**config.mk**
```make
export PLATFORM = sky130hd
export DESIGN_NAME = stream_mux_rr
export DESIGN_NICKNAME = d
export VERILOG_FILES = /design/src/rtl/stream_mux_pkg.sv /design/src/rtl/stream_mux_rr_arbiter.sv /design/src/rtl/stream_mux_rr.sv
export SDC_FILE = /design/constraint.sdc
export NUM_CORES = 1
export LEC_CHECK = 0
export BUFFER_PORTS_ARGS = -buffer_cell sky130_fd_sc_hd__buf_2
export CAP_MARGIN = 20
export CORE_UTILIZATION = 46
export DETAILED_ROUTE_END_ITERATION = 6
export PLACE_DENSITY = 0.81
export SLEW_MARGIN = 0
export SYNTH_ARGS = -nofsm -noshare
export SYNTH_HDL_FRONTEND = slang
export SYNTH_SLANG_ARGS = --single-unit
```
**constraint.sdc**
```tcl
create_clock -name Clock -period 4.45 [get_ports Clock]
set_input_delay 0.2225 -clock Clock [delete_from_list [all_inputs] [get_ports Clock]]
set_output_delay 0.2225 -clock Clock [all_outputs]
set_load 0.05 [all_outputs]
```
**src/rtl/stream_mux_pkg.sv**
```systemverilog
// Shared definitions for the stream_mux_rr slice: mode encodings and the
// modulo index helper used by the round-robin search.
package stream_mux_pkg;

    localparam logic MODE_FIXED = 1'b0;
    localparam logic MODE_RR    = 1'b1;

    // Next channel index, wrapping at n.
    function automatic int unsigned next_index(input int unsigned idx, input int unsigned n);
        return (idx + 1 >= n) ? 0 : idx + 1;
    endfunction

endpackage

```
**src/rtl/stream_mux_rr_arbiter.sv**
```systemverilog
// Round-robin arbiter for stream_mux_rr: owns the rotating pointer and the
// packet-lock state; the lock pins the grant to the last granted channel.
module rr_arbiter
    import stream_mux_pkg::*;
#(
    parameter  int NUM_IN = 4,
    localparam int SEL_W  = $clog2(NUM_IN)
) (
    input  logic              Clock,
    input  logic              Reset,
    input  logic [NUM_IN-1:0] Req,
    input  logic              Advance,
    input  logic              Lock,
    output logic [NUM_IN-1:0] Grant,
    output logic [SEL_W-1:0]  GrantIdx
);

    logic [SEL_W-1:0] ptr;
    logic             locked;

    // Search starts one past the last granted channel, so it gets lowest priority.
    always_comb begin
        logic [SEL_W-1:0] cand;
        logic             found;
        Grant    = '0;
        GrantIdx = ptr;
        cand     = ptr;
        found    = 1'b0;
        if (locked) begin
            Grant[ptr] = 1'b1;
        end else begin
            for (int k = 0; k < NUM_IN; k++) begin
                cand = SEL_W'(next_index(32'(cand), NUM_IN));
                if (!found && Req[cand]) begin
                    found       = 1'b1;
                    Grant[cand] = 1'b1;
                    GrantIdx    = cand;
                end
            end
        end
    end

    always_ff @(posedge Clock) begin
        if (Reset) begin
            ptr    <= SEL_W'(NUM_IN - 1);
            locked <= 1'b0;
        end else if (Advance) begin
            ptr    <= GrantIdx;
            locked <= Lock;
        end
    end

endmodule

```
**src/rtl/stream_mux_rr.sv**
```systemverilog
// N-input valid/ready stream mux with a one-entry output register, fixed or
// round-robin selection. Optional packet lock: define STREAM_MUX_LOCK_EN.
module stream_mux_rr
    import stream_mux_pkg::*;
#(
    parameter  int NUM_IN = 4,
    parameter  int WIDTH  = 32,
    localparam int SEL_W  = $clog2(NUM_IN)
) (
    input  logic                    Clock,
    input  logic                    Reset,
    input  logic [NUM_IN*WIDTH-1:0] In,
    input  logic [NUM_IN-1:0]       InValid,
    output logic [NUM_IN-1:0]       InReady,
    input  logic                    Mode,
    input  logic [SEL_W-1:0]        Sel,
`ifdef STREAM_MUX_LOCK_EN
    input  logic [NUM_IN-1:0]       InLast,
    output logic                    OutLast,
`endif
    output logic [WIDTH-1:0]        Out,
    output logic                    OutValid,
    input  logic                    OutReady,
    output logic [SEL_W-1:0]        OutSrc
);

    logic              free;
    logic [NUM_IN-1:0] rr_grant;
    logic [NUM_IN-1:0] fixed_grant;
    logic [NUM_IN-1:0] xfer;
    logic [SEL_W-1:0]  rr_idx;
    logic              any_xfer;
    logic              advance;
    logic              lock_req;
    logic [WIDTH-1:0]  load_data;
    logic [SEL_W-1:0]  load_src;
`ifdef STREAM_MUX_LOCK_EN
    logic              load_last;
`endif

    assign free = !OutValid || OutReady;

    // An out-of-range Sel matches no channel, so nothing is granted.
    always_comb begin
        fixed_grant = '0;
        for (int i = 0; i < NUM_IN; i++) begin
            if (Sel == SEL_W'(i)) fixed_grant[i] = 1'b1;
        end
    end

    assign InReady  = free ? ((Mode == MODE_RR) ? rr_grant : fixed_grant) : '0;
    assign xfer     = InReady & InValid;
    assign any_xfer = |xfer;
    assign advance  = (Mode == MODE_RR) && any_xfer;

`ifdef STREAM_MUX_LOCK_EN
    assign lock_req = !InLast[rr_idx];
`else
    assign lock_req = 1'b0;
`endif

    rr_arbiter #(.NUM_IN(NUM_IN)) u_arb (
        .Clock    (Clock),
        .Reset    (Reset),
        .Req      (InValid),
        .Advance  (advance),
        .Lock     (lock_req),
        .Grant    (rr_grant),
        .GrantIdx (rr_idx)
    );

    always_comb begin
        load_data = '0;
        load_src  = '0;
`ifdef STREAM_MUX_LOCK_EN
        load_last = 1'b0;
`endif
        for (int i = 0; i < NUM_IN; i++) begin
            if (xfer[i]) begin
                load_data = In[i*WIDTH +: WIDTH];
                load_src  = SEL_W'(i);
`ifdef STREAM_MUX_LOCK_EN
                load_last = InLast[i];
`endif
            end
        end
    end

    // A reload in the same cycle as a drain keeps OutValid high with no bubble.
    always_ff @(posedge Clock) begin
        if (Reset) begin
            Out      <= '0;
            OutSrc   <= '0;
            OutValid <= 1'b0;
`ifdef STREAM_MUX_LOCK_EN
            OutLast  <= 1'b0;
`endif
        end else if (any_xfer) begin
            Out      <= load_data;
            OutSrc   <= load_src;
            OutValid <= 1'b1;
`ifdef STREAM_MUX_LOCK_EN
            OutLast  <= load_last;
`endif
        end else if (OutReady) begin
            OutValid <= 1'b0;
        end
    end

endmodule

```
==> reports/results.tsv <==
stage	metric	value	unit
routing	via_per_inst	6.062	
place	hpwl	8092	µm
floorplanning	die_h	87.91	µm
synthesis	synth_flop_cell	dfxtp_1	
clock_tree	cts_tree	built	
place	gp_congestion	0.8812	
floorplanning	start_util	48.88	%
floorplanning	die_w	87.91	µm
synthesis	yosys.area_share.simple	15.63	%
sta	period_share	90.43	%
global_routing	grt_max_degree	66	
routing	wirelength	11300	µm
synthesis	seq_area_frac_synth	21.82	%
routing	drc	0	
synthesis	synth_enable_flop_cells	0	
global_routing	grt.overflow.total	0	
synthesis	async_reset_ff_share	0	%
synthesis	muxShareOfSynthArea	2.248	%
finish	final_common_cell	buf_2	
worst_setup_path	critPathRequiredTime	4.23	ns
finish	final_util	63.66	%
worst_setup_path	critPathCaptureType	primary output	
synthesis	synth_top_family_by_area	compound AO/OA/AOI/OAI gates	
global_routing	track_usage	29.08	%
sta	period_needed	4.024	ns
sta	rsz0062_at_grt	no	
routing	first_pass_iters	5	
synthesis	synth_fp_nets	564	
sta	finalSetupViolations	0	
global_routing	antenna_found_initial	0	
synthesis	syn_avg_cell_area	8.121	µm²
worst_setup_path	cp.arrival	3.80	ns
synthesis	post_synth_num_cell_types	47	
clock_tree	post-cts-setup-buffers	0	
finish	area_delta_synth_final	30.22	%
clock_tree	hold_buffers	0	
hold_path	hp-class	in2reg	
finish	drive_gt1_share	48.40	%
clock_tree	clk_pin_slew	0.08	ns
place	place_ws	0.5606	ns
clock_tree	cts_resized	0	
sta	finalSetupTns	0	ns
worst_setup_path	path_class	reg2out	
pwr	powerDensity	403.6	nW/µm²
sta	relSlewSlack	32.89	%
sta	tightest_slew	1.007	ns
synthesis	syn_inst	418	
synthesis	synth_area	3395	µm²
sta	drv_slew	0	
worst_setup_path	crit_chain	inv_1 > ha_1 > or3b_2 > a2111oi_0 > or2_2 > a221o_2 > buf_4 > nor3b_1 > buf_2	
global_routing	grt_pass1_vias	3791	
sta	hold_ws	0.1964	ns
place	place_inst	650	
status	status	finished clean	
clock_tree	clk_latency	0.29	ns
floorplanning	fp.dieArea	7727	µm²
routing	vias	3989	
pwr	ir_worst_vdd	266.3	µV
sta	skew	0.01098	ns
clock_tree	cts_num_sinks	37	
clock_tree	cts_buffers	5	
sta	final-hold-violation-count	0	
finish	layout_common_cells	176 x buf_2, 39 x inv_1, 39 x nand2_1	
worst_setup_path	max_stage_delay	0.61	ns
finish	num-fill-cells	623	
pwr	cellLeakagePower	1.925	nW
place	io_buffers	176	
clock_tree	cts_max_level	2	
floorplanning	row_count	30	
synthesis	synth-seq-cells	37	
worst_setup_path	critical_path.max_fanout	33	
synthesis	ys_warn_count	0	
routing	ant_nets	0	
worst_setup_path	slowest_stage	a2111oi_0	
clock_tree	clockBufferDepth	2	
finish	fin_nets	707	
worst_setup_path	worstSetupStartpointType	flop	
synthesis	synth_adder_area_share	2.949	%
job	cap_violations	0	
global_routing	grt_first_pass_wirelength	17750	µm
sta	setup_slack	0.4261	ns
floorplanning	ios	177	
sta	fmax	0.2485	GHz
routing	wl_per_cell	17.17	µm
synthesis	synth-compound-area-share	46.48	%
finish	final_cells	658	
routing	drt_iter0_drc	227	
synthesis	synth_xor_area_share	0	%
clock_tree	clockRootBuffer	clkbuf_8	
finish	antennaDiodeCount	0	
floorplanning	core-area	6944	µm²
[per-stage QoR]
| stage | total power, mW | instance area, µm² |
|---|---|---|
| floorplan | 1.237 | 3395 |
| global route | 1.886 | 4420 |
| global placement | 1.471 | 4309 |
| detailed placement | 1.494 | 4309 |
| CTS | 1.784 | 4420 |
| finish | 1.784 | 4420 |
[metal layers]
metal / GRT usage [%] / up-vias / part of all wire [%]
li1: - / 1912 / -
met1: 35.09 / 1863 / 40
met2: 51.59 / 193 / 51
met3: 5.278 / 21 / 7.1
met4: 10.13 / 0 / 2.4
met5: 0 / - / 0
[power by group]
| part | internal, mW | switching [mW] |
|---|---|---|
| clock network | 0.168 | 0.124 |
| logic | 0.353 | 0.695 |
| registers | 0.402 | 0.0417 |
| total | 0.923 | 0.861 |
[path summary, 6_finish.rpt]
check	start	end	slack (ns)	cells past startpoint
worst max register to register	u_arb.ptr[0]	Out[29]	0.52	10
worst max-delay path	u_arb.ptr[0]	InReady[1]	0.43	9
worst min register to register	OutSrc[1]	OutSrc[1]	0.53	2
worst min-delay path	In[115]	Out[19]	0.20	3
[cell type report]
| cell class | count | area (µm²) | area share (%) |
|---|---|---|---|
| Tap cell | 96 | 120.1 | 2.717 |
| Clock buffer | 6 | 72.57 | 1.642 |
| Multi-Input combinational cell | 290 | 2318 | 52.45 |
| Sequential cell | 37 | 740.7 | 16.76 |
| Inverter | 39 | 146.4 | 3.312 |
| Clock inverter | 2 | 38.79 | 0.8774 |
| Timing Repair Buffer | 188 | 983.4 | 22.25 |
[sequential cells by signal, indices dropped and copies added, names as in the netlist]
signal     flops
Out           32
OutSrc         2
u_arb.ptr      2
OutValid       1
[synthesized netlist by cell type, drive strengths merged, types with 3 or more instances]
cell	number	area share [%]
nor2b	8	1.5
o21a	4	0.88
o21ai	4	0.70
a311oi	32	14
buf	10	1.9
nand3	3	0.44
nand2	39	4.3
a31oi	3	0.55
a221o	4	1.2
a211oi	31	6.9
inv	39	4.3
a21oi	5	0.74
dfxtp	37	22
nor3	34	5.0
nor2	12	1.3
a31o	32	8.3
o211ai	3	0.66
clkbuf	42	4.6
or2	4	0.74
o221ai	31	8.0
ha	8	2.9
[logic make-up (layout without fill, tap and decap cells)]
logic type,Yosys count,after routing
buffers and inverters,91,235
muxes,5,5
AOI/OAI and AO/OA,166,166
and+or+nand+nor,111,111
DFF,37,37
adders and majority gates,8,8
[critical path: cells and delay by family (launching register included)]
kind | cells | cell delay, ns
and+or+nand+nor | 3 | 0.98
adders and majority gates | 1 | 0.50
DFF | 1 | 0.44
AOI/OAI and AO/OA | 2 | 0.80
buffers and inverters | 3 | 0.79
No activity file was read; power rests on OpenSTA's default activity.
